### src/rtl/dma_s2mm_writer_if.sv
// Accelerator result stream plus the AXI3 ACP write channels of the S2MM DMA.
interface dma_s2mm_writer_if;
    logic [63:0] s2mm_data;
    logic        s2mm_valid;
    logic        s2mm_ready;

    logic [2:0]  m_axi_acp_awid;
    logic [31:0] m_axi_acp_awaddr;
    logic [3:0]  m_axi_acp_awlen;
    logic [2:0]  m_axi_acp_awsize;
    logic [1:0]  m_axi_acp_awburst;
    logic [1:0]  m_axi_acp_awlock;
    logic [3:0]  m_axi_acp_awcache;
    logic [2:0]  m_axi_acp_awprot;
    logic [3:0]  m_axi_acp_awqos;
    logic [4:0]  m_axi_acp_awuser;
    logic        m_axi_acp_awvalid;
    logic        m_axi_acp_awready;

    logic [2:0]  m_axi_acp_wid;
    logic [63:0] m_axi_acp_wdata;
    logic [7:0]  m_axi_acp_wstrb;
    logic        m_axi_acp_wlast;
    logic        m_axi_acp_wvalid;
    logic        m_axi_acp_wready;

    logic [1:0]  m_axi_acp_bresp;
    logic        m_axi_acp_bvalid;
    logic        m_axi_acp_bready;

    modport master (
        input  s2mm_data, s2mm_valid, m_axi_acp_awready, m_axi_acp_wready,
               m_axi_acp_bresp, m_axi_acp_bvalid,
        output s2mm_ready, m_axi_acp_awid, m_axi_acp_awaddr, m_axi_acp_awlen,
               m_axi_acp_awsize, m_axi_acp_awburst, m_axi_acp_awlock, m_axi_acp_awcache,
               m_axi_acp_awprot, m_axi_acp_awqos, m_axi_acp_awuser, m_axi_acp_awvalid,
               m_axi_acp_wid, m_axi_acp_wdata, m_axi_acp_wstrb, m_axi_acp_wlast,
               m_axi_acp_wvalid, m_axi_acp_bready
    );

    modport slave (
        output s2mm_data, s2mm_valid, m_axi_acp_awready, m_axi_acp_wready,
               m_axi_acp_bresp, m_axi_acp_bvalid,
        input  s2mm_ready, m_axi_acp_awid, m_axi_acp_awaddr, m_axi_acp_awlen,
               m_axi_acp_awsize, m_axi_acp_awburst, m_axi_acp_awlock, m_axi_acp_awcache,
               m_axi_acp_awprot, m_axi_acp_awqos, m_axi_acp_awuser, m_axi_acp_awvalid,
               m_axi_acp_wid, m_axi_acp_wdata, m_axi_acp_wstrb, m_axi_acp_wlast,
               m_axi_acp_wvalid, m_axi_acp_bready
    );
endinterface

### src/rtl/dma_s2mm_writer.sv
// Stream-to-memory DMA: buffers a 64-bit stream in a FIFO and writes it to DDR
// as AXI3 INCR bursts, one burst outstanding, each retired on its write response.
module dma_s2mm_writer #(
    parameter int unsigned DATA_SIZE     = 1280*720*3/8,
    parameter int unsigned DATA_SIZE_LOG = 19,
    parameter int unsigned BURST_SIZE    = 16,
    parameter int unsigned FIFO_DEPTH    = 32
) (
    input  logic              m_axi_acp_aclk,
    input  logic              axi_reset,
    input  logic              start,
    input  logic [31:0]       dst_addr,
    output logic              busy,
    output logic              done,
    output logic              error,
    dma_s2mm_writer_if.master bus
);
    localparam int unsigned PTR_W   = $clog2(FIFO_DEPTH);
    localparam int unsigned CNT_W   = PTR_W + 1;
    localparam int unsigned LEN_W   = $clog2(BURST_SIZE) + 1;
    localparam int unsigned ALIGN_W = $clog2(BURST_SIZE * 8);
    localparam logic [31:0] ALIGN_MASK = ~((32'd1 << ALIGN_W) - 32'd1);
    localparam logic [DATA_SIZE_LOG-1:0] TOTAL = DATA_SIZE_LOG'(DATA_SIZE);
    localparam logic [DATA_SIZE_LOG-1:0] BURST = DATA_SIZE_LOG'(BURST_SIZE);
    localparam logic [CNT_W-1:0] FULL_CNT = CNT_W'(FIFO_DEPTH);

    typedef enum logic [2:0] {IDLE, FILL, ADDR, DATA, RESP, DONE} state_t;

    state_t                   state, state_next;
    logic [63:0]              mem [FIFO_DEPTH];
    logic [PTR_W-1:0]         wr_ptr, rd_ptr;
    logic [CNT_W-1:0]         fifo_count;
    logic                     fifo_full, push, pop;
    logic [DATA_SIZE_LOG-1:0] in_count, remaining;
    logic [31:0]              addr, awaddr;
    logic [3:0]               awlen, beat;
    logic [LEN_W-1:0]         len;
    logic                     awvalid, wlast, bready;
    logic                     awvalid_next, wlast_next, bready_next, busy_next, done_next;

    assign fifo_full       = (fifo_count == FULL_CNT);
    assign bus.s2mm_ready  = busy && !fifo_full && (in_count < TOTAL);
    assign push            = bus.s2mm_valid && bus.s2mm_ready;
    assign bus.m_axi_acp_wvalid = (state == DATA);
    assign bus.m_axi_acp_wdata  = mem[rd_ptr];
    assign pop             = bus.m_axi_acp_wvalid && bus.m_axi_acp_wready;
    assign len             = (remaining >= BURST) ? LEN_W'(BURST_SIZE) : LEN_W'(remaining);

    assign bus.m_axi_acp_awid    = 3'b100;
    assign bus.m_axi_acp_awaddr  = awaddr;
    assign bus.m_axi_acp_awlen   = awlen;
    assign bus.m_axi_acp_awsize  = 3'b011;
    assign bus.m_axi_acp_awburst = 2'b01;
    assign bus.m_axi_acp_awlock  = 2'b00;
    assign bus.m_axi_acp_awcache = 4'b0001;
    assign bus.m_axi_acp_awprot  = 3'b010;
    assign bus.m_axi_acp_awqos   = '0;
    assign bus.m_axi_acp_awuser  = '0;
    assign bus.m_axi_acp_awvalid = awvalid;
    assign bus.m_axi_acp_wid     = 3'b100;
    assign bus.m_axi_acp_wstrb   = '1;
    assign bus.m_axi_acp_wlast   = wlast;
    assign bus.m_axi_acp_bready  = bready;

    // Storage carries no reset; flushing only needs the pointers and count cleared.
    always_ff @(posedge m_axi_acp_aclk) begin
        if (push) mem[wr_ptr] <= bus.s2mm_data;
    end

    always_ff @(posedge m_axi_acp_aclk or posedge axi_reset) begin
        if (axi_reset) begin
            wr_ptr     <= '0;
            rd_ptr     <= '0;
            fifo_count <= '0;
        end else begin
            if (push) wr_ptr <= wr_ptr + PTR_W'(1);
            if (pop)  rd_ptr <= rd_ptr + PTR_W'(1);
            case ({push, pop})
                2'b10:   fifo_count <= fifo_count + CNT_W'(1);
                2'b01:   fifo_count <= fifo_count - CNT_W'(1);
                default: ;
            endcase
        end
    end

    always_ff @(posedge m_axi_acp_aclk or posedge axi_reset) begin
        if (axi_reset) state <= IDLE;
        else           state <= state_next;
    end

    always_comb begin
        state_next   = state;
        awvalid_next = awvalid;
        wlast_next   = wlast;
        bready_next  = bready;
        busy_next    = busy;
        done_next    = 1'b0;
        unique case (state)
            IDLE: if (start) begin
                state_next = FILL;
                busy_next  = 1'b1;
            end
            FILL: if (fifo_count >= CNT_W'(len)) begin
                state_next   = ADDR;
                awvalid_next = 1'b1;
            end
            ADDR: if (bus.m_axi_acp_awready) begin
                state_next   = DATA;
                awvalid_next = 1'b0;
                wlast_next   = (awlen == 4'd0);
            end
            DATA: if (pop && wlast) begin
                state_next  = RESP;
                wlast_next  = 1'b0;
                bready_next = 1'b1;
            end else if (pop) begin
                wlast_next  = (beat + 4'd1 == awlen);
            end
            RESP: if (bus.m_axi_acp_bvalid) begin
                bready_next = 1'b0;
                if (remaining == DATA_SIZE_LOG'(len)) begin
                    state_next = DONE;
                    done_next  = 1'b1;
                end else begin
                    state_next = FILL;
                end
            end
            DONE: begin
                state_next = IDLE;
                busy_next  = 1'b0;
            end
            default: state_next = IDLE;
        endcase
    end

    always_ff @(posedge m_axi_acp_aclk or posedge axi_reset) begin
        if (axi_reset) begin
            awvalid   <= 1'b0;
            wlast     <= 1'b0;
            bready    <= 1'b0;
            busy      <= 1'b0;
            done      <= 1'b0;
            error     <= 1'b0;
            addr      <= '0;
            awaddr    <= '0;
            awlen     <= '0;
            beat      <= '0;
            remaining <= '0;
            in_count  <= '0;
        end else begin
            awvalid <= awvalid_next;
            wlast   <= wlast_next;
            bready  <= bready_next;
            busy    <= busy_next;
            done    <= done_next;
            if (push) in_count <= in_count + DATA_SIZE_LOG'(1);
            case (state)
                IDLE: if (start) begin
                    addr      <= dst_addr & ALIGN_MASK;
                    remaining <= TOTAL;
                    in_count  <= '0;
                    error     <= 1'b0;
                end
                FILL: if (state_next == ADDR) begin
                    awaddr <= addr;
                    awlen  <= 4'(len - LEN_W'(1));
                end
                ADDR: beat <= '0;
                DATA: if (pop) beat <= beat + 4'd1;
                RESP: if (bus.m_axi_acp_bvalid) begin
                    error     <= error | (bus.m_axi_acp_bresp != 2'b00);
                    addr      <= addr + 32'({len, 3'b000});
                    remaining <= remaining - DATA_SIZE_LOG'(len);
                end
                default: ;
            endcase
        end
    end
endmodule

### src/flat_wrapper.sv
// flat-port wrapper written by rule: the top's interface ports become plain ports
module dma_s2mm_writer_flat 
#(
    parameter int unsigned DATA_SIZE     = 1280*720*3/8,
    parameter int unsigned DATA_SIZE_LOG = 19,
    parameter int unsigned BURST_SIZE    = 16,
    parameter int unsigned FIFO_DEPTH    = 32
)
  (m_axi_acp_aclk, axi_reset, start, dst_addr, busy, done, error, bus_s2mm_data, bus_s2mm_valid, bus_m_axi_acp_awready, bus_m_axi_acp_wready, bus_m_axi_acp_bresp, bus_m_axi_acp_bvalid, bus_s2mm_ready, bus_m_axi_acp_awid, bus_m_axi_acp_awaddr, bus_m_axi_acp_awlen, bus_m_axi_acp_awsize, bus_m_axi_acp_awburst, bus_m_axi_acp_awlock, bus_m_axi_acp_awcache, bus_m_axi_acp_awprot, bus_m_axi_acp_awqos, bus_m_axi_acp_awuser, bus_m_axi_acp_awvalid, bus_m_axi_acp_wid, bus_m_axi_acp_wdata, bus_m_axi_acp_wstrb, bus_m_axi_acp_wlast, bus_m_axi_acp_wvalid, bus_m_axi_acp_bready);
  dma_s2mm_writer_if bus_i ();
  input  logic m_axi_acp_aclk;
  input  logic axi_reset;
  input  logic start;
  input  logic [31:0] dst_addr;
  output logic busy;
  output logic done;
  output logic error;
  input wire logic [$bits(bus_i.s2mm_data)-1:0] bus_s2mm_data;
  input wire logic [$bits(bus_i.s2mm_valid)-1:0] bus_s2mm_valid;
  input wire logic [$bits(bus_i.m_axi_acp_awready)-1:0] bus_m_axi_acp_awready;
  input wire logic [$bits(bus_i.m_axi_acp_wready)-1:0] bus_m_axi_acp_wready;
  input wire logic [$bits(bus_i.m_axi_acp_bresp)-1:0] bus_m_axi_acp_bresp;
  input wire logic [$bits(bus_i.m_axi_acp_bvalid)-1:0] bus_m_axi_acp_bvalid;
  output wire logic [$bits(bus_i.s2mm_ready)-1:0] bus_s2mm_ready;
  output wire logic [$bits(bus_i.m_axi_acp_awid)-1:0] bus_m_axi_acp_awid;
  output wire logic [$bits(bus_i.m_axi_acp_awaddr)-1:0] bus_m_axi_acp_awaddr;
  output wire logic [$bits(bus_i.m_axi_acp_awlen)-1:0] bus_m_axi_acp_awlen;
  output wire logic [$bits(bus_i.m_axi_acp_awsize)-1:0] bus_m_axi_acp_awsize;
  output wire logic [$bits(bus_i.m_axi_acp_awburst)-1:0] bus_m_axi_acp_awburst;
  output wire logic [$bits(bus_i.m_axi_acp_awlock)-1:0] bus_m_axi_acp_awlock;
  output wire logic [$bits(bus_i.m_axi_acp_awcache)-1:0] bus_m_axi_acp_awcache;
  output wire logic [$bits(bus_i.m_axi_acp_awprot)-1:0] bus_m_axi_acp_awprot;
  output wire logic [$bits(bus_i.m_axi_acp_awqos)-1:0] bus_m_axi_acp_awqos;
  output wire logic [$bits(bus_i.m_axi_acp_awuser)-1:0] bus_m_axi_acp_awuser;
  output wire logic [$bits(bus_i.m_axi_acp_awvalid)-1:0] bus_m_axi_acp_awvalid;
  output wire logic [$bits(bus_i.m_axi_acp_wid)-1:0] bus_m_axi_acp_wid;
  output wire logic [$bits(bus_i.m_axi_acp_wdata)-1:0] bus_m_axi_acp_wdata;
  output wire logic [$bits(bus_i.m_axi_acp_wstrb)-1:0] bus_m_axi_acp_wstrb;
  output wire logic [$bits(bus_i.m_axi_acp_wlast)-1:0] bus_m_axi_acp_wlast;
  output wire logic [$bits(bus_i.m_axi_acp_wvalid)-1:0] bus_m_axi_acp_wvalid;
  output wire logic [$bits(bus_i.m_axi_acp_bready)-1:0] bus_m_axi_acp_bready;
  assign bus_i.s2mm_data = bus_s2mm_data;
  assign bus_i.s2mm_valid = bus_s2mm_valid;
  assign bus_i.m_axi_acp_awready = bus_m_axi_acp_awready;
  assign bus_i.m_axi_acp_wready = bus_m_axi_acp_wready;
  assign bus_i.m_axi_acp_bresp = bus_m_axi_acp_bresp;
  assign bus_i.m_axi_acp_bvalid = bus_m_axi_acp_bvalid;
  assign bus_s2mm_ready = bus_i.s2mm_ready;
  assign bus_m_axi_acp_awid = bus_i.m_axi_acp_awid;
  assign bus_m_axi_acp_awaddr = bus_i.m_axi_acp_awaddr;
  assign bus_m_axi_acp_awlen = bus_i.m_axi_acp_awlen;
  assign bus_m_axi_acp_awsize = bus_i.m_axi_acp_awsize;
  assign bus_m_axi_acp_awburst = bus_i.m_axi_acp_awburst;
  assign bus_m_axi_acp_awlock = bus_i.m_axi_acp_awlock;
  assign bus_m_axi_acp_awcache = bus_i.m_axi_acp_awcache;
  assign bus_m_axi_acp_awprot = bus_i.m_axi_acp_awprot;
  assign bus_m_axi_acp_awqos = bus_i.m_axi_acp_awqos;
  assign bus_m_axi_acp_awuser = bus_i.m_axi_acp_awuser;
  assign bus_m_axi_acp_awvalid = bus_i.m_axi_acp_awvalid;
  assign bus_m_axi_acp_wid = bus_i.m_axi_acp_wid;
  assign bus_m_axi_acp_wdata = bus_i.m_axi_acp_wdata;
  assign bus_m_axi_acp_wstrb = bus_i.m_axi_acp_wstrb;
  assign bus_m_axi_acp_wlast = bus_i.m_axi_acp_wlast;
  assign bus_m_axi_acp_wvalid = bus_i.m_axi_acp_wvalid;
  assign bus_m_axi_acp_bready = bus_i.m_axi_acp_bready;
  dma_s2mm_writer #(.DATA_SIZE(DATA_SIZE), .DATA_SIZE_LOG(DATA_SIZE_LOG), .BURST_SIZE(BURST_SIZE), .FIFO_DEPTH(FIFO_DEPTH)) u_core (.m_axi_acp_aclk(m_axi_acp_aclk), .axi_reset(axi_reset), .start(start), .dst_addr(dst_addr), .busy(busy), .done(done), .error(error), .bus(bus_i));
endmodule
### config.mk
export PLATFORM = sky130hd
export DESIGN_NAME = dma_s2mm_writer_flat
export DESIGN_NICKNAME = d
export VERILOG_FILES = /design/src/rtl/dma_s2mm_writer_if.sv /design/src/rtl/dma_s2mm_writer.sv /design/src/flat_wrapper.sv
export SDC_FILE = /design/constraint.sdc
export NUM_CORES = 2
export LEC_CHECK = 0
export CAP_MARGIN = 20
export CORE_ASPECT_RATIO = 2
export CORE_MARGIN = 8
export CORE_UTILIZATION = 55
export CTS_CLUSTER_DIAMETER = 50
export DETAILED_ROUTE_END_ITERATION = 8
export HOLD_SLACK_MARGIN = 0.1
export PLACE_DENSITY_LB_ADDON = 0.25
export SYNTH_ARGS = -nofsm -noshare
export SYNTH_HDL_FRONTEND = slang
export SYNTH_SLANG_ARGS = --single-unit
### constraint.sdc
create_clock -name m_axi_acp_aclk -period 5.95 [get_ports m_axi_acp_aclk]
set_input_delay 1.19 -clock m_axi_acp_aclk [delete_from_list [all_inputs] [get_ports m_axi_acp_aclk]]
set_output_delay 1.19 -clock m_axi_acp_aclk [all_outputs]
set_load 0.01 [all_outputs]
# Word-level counts from Yosys, hierarchy flattened
# Memories as Yosys holds them, arrays and structs flattened.
# Index checks and enable logic that the tools add are counted.
# word_totals
regBits	135
ramBits	2048
inputBits	105
out_inout_bits	145
word_cells	110
n_memories	1
# op_classes
addsub	9
order_cmp	3
n_eq_ne	18
mux	40
n_bitwise	1
n_reduce_logical	22
# mem_list
memory	depth	word_bits	rd	rd_clocked_by_memory_dff	write_ports	line	text
u_core.mem	32	64	1	0	1	dma_s2mm_writer.sv:30	logic [63:0] mem [FIFO_DEPTH];
# op_table
operator	n
$mux W19	5
$mux W32	2
$pmux W32 S2	1
$pmux W19 S2	1
$add A32 B8 Y32	1
$add A19 B1 Y19 const B	1
$eq A19 B5 Y1	1
$ge A19 B5 Y1 const B	1
$lt A19 B19 Y1 const B	1
$sub A19 B5 Y19	1
$mux W3	6
$mux W1	15
$pmux W3 S5	1
$reduce_bool A2 Y1	7
$pmux W6 S2	1
$reduce_and A3 Y1	4
$add A5 B1 Y5 const B	2
$ne A2 B2 Y1 const B	5
$pmux W1 S2	5
$eq A3 B2 Y1 const B	3
$pmux W4 S2	1
$add A6 B1 Y6 const B	1
$eq A3 B3 Y1 const B	2
$eq A6 B6 Y1 const B	1
other kinds (18)	24

# Longest topological paths before layout
# depth
word_depth	8
mapped_depth	15

# Least setup slack after synthesis
# No wires, ideal clock.
# synth_timing
path_kind	in2reg
startpoint	in bus_s2mm_valid
endpoint	mem u_core.mem[13][0] (enable)
setup_time_ns	0.565
arrival_time_ns	5.974
path_slack_ns	-0.588
cell_stages	3
cell_sequence	and3_1 nand2_1 nor3_1
# synth_between
elab_chain_cells	3
# synth_lines
item	line	text
from (decl)	flat_wrapper.sv:19	input wire logic [$bits(bus_i.s2mm_valid)-1:0] bus_s2mm_valid;
$logic_and A1 B1 Y1	dma_s2mm_writer.sv:43	assign push = bus.s2mm_valid && bus.s2mm_ready;
$mux W1	dma_s2mm_writer.sv:67	if (push) mem[wr_ptr] <= bus.s2mm_data;
$mux W1 (implied by the code)	dma_s2mm_writer.sv:67	
to (decl)	dma_s2mm_writer.sv:30	
# No other way between the ends.

# Worst setup path after layout
# layout_timing
startpoint	reg u_core.rd_ptr[1]
endpoint	out bus_m_axi_acp_wdata[57]
# layout_between
elab_chain_cells	1
# layout_lines
item	line	text
from (decl)	dma_s2mm_writer.sv:31	logic [PTR_W-1:0] wr_ptr, rd_ptr;
from (signal assigned)	dma_s2mm_writer.sv:77	if (pop) rd_ptr <= rd_ptr + PTR_W'(1);
$mem_v2 Z32 W64	n/a	
to (decl)	flat_wrapper.sv:37	output wire logic [$bits(bus_i.m_axi_acp_wdata)-1:0] bus_m_axi_acp_wdata;
# No other way between the ends.

==> run metrics <==
status completed; DR pass1 iterations 6; CP top delay family buffers and inverters; Seq cells post-synth 2,177; drt drc 0; Reg-to-Reg End u_core.addr[31]; Max IR drop VDD 0.4707 mV; Port Buffers 202; global-route wire length before repair 293,300 µm; root buffer cell clkbuf_16; IO Pins 250; Overall Global Routing Usage 23.88%; sequential share of power 42.0%; DRT iter0 DRCs 4,736; Syn Inst Count 3,896; largest net degree at the start of global routing 91; starting density of the core 55.27%; Ys Warns 0; Net Switching 13,240 µW; Clock Pin Slew Worst Setup and Hold Paths 70 ps; Post-DP HPWL 105,300 µm; commonest non-fill, non-tap cell in the layout edfxtp_1; DIE WIDTH 294.1 µm; Buf+Inv Stages, Crit Path 2; core area 153,900 µm²; Hold WC Path Type reg -> reg; actual slew at the worst max-slew pin 1147 ps; Synth-to-Final Area Change 14.01%; CP endpoint kind primary output; Worst Setup SP u_core.rd_ptr[1]; Critical Path AT 4110 ps; final core utilization 63.02%; Critical-path top delay cell dfrtp_4; EDFF count, synth 2,048; chain of cells forming the critical path buf_4, mux4_2, mux2i_1, a22o_1, a221oi_1, clkdlybuf4s50_1; R2R cell count 15; Max Clk Rate 188.7 MHz; total gr overflow 0; Max clock buf depth 3; number of hold violations in the final report 0; Post-Route WL 201,600 µm; endpoints failing setup 0; CTS-repair resized insts 0; via count 41.58k; Yosys cell types 85; CTS Buf Count 183; Sw Ratio 29.76%; Pins Over Slew Limit 0; # nets final 4,344; skew final 33.45 ps; DR WL/cell 31.34 µm; delay of the slowest cell on the worst path 780 ps; H-tree depth 4; Slew HR 23.52%; worst-skew pair later-pin latency 830 ps; CTS tree done; Clock Sinks 2,177; sequential area share after synthesis 76.08%; Leak 0.03102 µW; period utilization 89.07%; Worst Hold Path Cells 2; Rows 204; DIE AREA 168,300 µm²; pwr dens 458.8 nW/µm²; final setup TNS 0 ps; worst r2r src u_core.remaining[11]; routed vias/inst 6.463; vias in the first global route 43.04k; Post-CTS Setup Bufs 0; hold_buf cts 0; Clock power frac 27.5%; post-route ant nets 0; number of cells on the critical path 6; routability cong. 0.7919; combinational power share 30.5%; fin crit period 5300 ps; Die H 572.2 µm; async set-or-reset flop fraction in the synthesized netlist 5.926%; most frequent cells in the layout edfxtp_1 (2,048), mux4_2 (537), mux2i_1 (210); initial antenna violation count 18; synthesized area per cell 21.84 µm²; crit-path max FO 28; Cell Area, Synth 85,070 µm²; RSZ-0062 raised after global routing false; Critical Path RT 4760 ps; Max-cap violations 0; critical path type reg -> out; Int Power 31,250 µW; worst setup path endpoint bus_m_axi_acp_wdata[57]; critical path startpoint category flip-flop; worst reg-to-reg setup slack 1700 ps; ys flop type edfxtp_1; share of post-route cells with drive strength above 1 24.09%
[worst reg2reg max path, delay by kind of cell (launching register included)]
family / cells / cell delay, ps
AND/OR/NAND/NOR: 6 / 2080
flip-flops: 1 / 420
AO/OA/AOI/OAI: 4 / 700
adder cells (fa/ha/maj): 2 / 510
buffers and inverters: 3 / 440
[registers in the layout (all words and copies together) (netlist names), 3 cells and up]
signal / cells
u_core.beat: 4
u_core.addr: 29
u_core.rd_ptr: 5
u_core.bus.m_axi_acp_awaddr: 29
u_core.wr_ptr: 5
u_core.state: 3
u_core.in_count: 19
u_core.bus.m_axi_acp_awlen: 4
u_core.remaining: 19
u_core.mem: 2048
u_core.fifo_count: 6
[synthesized netlist by cell type, types with 14 or more instances]
cell type,n,area share (%)
edfxtp_1,2048,72
mux4_2,537,14
mux2i_1,210,2.5
dfrtp_1,129,3.8
clkbuf_1,109,0.48
nor2_1,78,0.34
buf_2,64,0.38
nand2_1,60,0.26
a21oi_1,41,0.24
a22o_1,41,0.42
buf_4,40,0.35
a221oi_1,39,0.40
buf_1,39,0.17
mux2_2,34,0.45
o21ai_0,34,0.20
a22oi_1,26,0.23
ha_1,25,0.37
o21a_1,25,0.22
nand3_1,23,0.14
nand4_1,23,0.17
xnor2_1,23,0.24
inv_1,22,0.097
nor3_1,16,0.094
or3_1,14,0.10
[metal layers]
metal	wire, µm	global-route usage (%)	part of all wire, %	vias up
met5	133	0	0.066	-
met4	5153	6.501	2.6	20
met1	76470	31.63	38	22329
met2	103900	40.96	52	1907
li1	-	-	-	16991
met3	15990	4.368	7.9	332
[power by group through the flow]
stage                     combinational [µW]  clock [µW]  sequential (µW)
after floorplan                         8840           0            18600
after global placement                 13500           0            18900
after detailed placement               13600           0            19000
after CTS                              13700       12400            18700
after global routing                   14400       13000            18800
final                                  13600       12300            18700
[cell families (layout without fill, tap and decap cells)]
group           Yosys count  after routing  synth area share (%)
compound gates          302            302                 2.640
flops                  2177           2177                 76.08
other cells               2             48              0.008828
fa+ha+maj                27             27                0.4148
buf+inv                 276            707                 1.496
simple gates            300            300                 1.897
mux                     782            782                 17.15
xor+xnor                 30             30                0.3089
[how the worst min path moves through the flow]
| stage | end | from | slack (ps) |
|---|---|---|---|
| final | u_core.bus.m_axi_acp_bready | u_core.bus.m_axi_acp_bready | 500 |
| after global routing | u_core.bus.m_axi_acp_awaddr[22] | u_core.bus.m_axi_acp_awaddr[22] | 530 |
| after CTS | u_core.bus.m_axi_acp_awvalid | u_core.bus.m_axi_acp_awvalid | 500 |
| after detailed placement | u_core.bus.m_axi_acp_awvalid | u_core.bus.m_axi_acp_awvalid | 480 |
| after global placement | u_core.bus.m_axi_acp_awvalid | u_core.bus.m_axi_acp_awvalid | 470 |
| after floorplan | u_core.fifo_count[5] | u_core.fifo_count[5] | 460 |
[final cells by class]
| class | count | area (µm²) |
|---|---|---|
| sequential | 2177 | 64740 |
| inverter | 24 | 98.84 |
| timing repair buffer | 343 | 3861 |
| clock inverter | 128 | 1449 |
| clock buffer | 212 | 4720 |
| tap | 2060 | 2577 |
| fill | 10257 | 56920 |
| multi-input combinational | 1483 | 19530 |
| antenna | 6 | 15.01 |
[stage by stage]
stage               hold WS, ps  cell area, µm²  instances  setup WS, ps  total power, µW
global route              527.2           96980       6428         510.2            46120
floorplan                 460.7           85240       3936          1197            27480
global placement          472.3           90700       6083          1533            32420
finish                    500.2           96990       6433         650.2            44500
CTS                       495.8           96870       6423         612.9            44860
detailed placement        481.3           90700       6083          1510            32630
(Power assumes the default switching activity.)
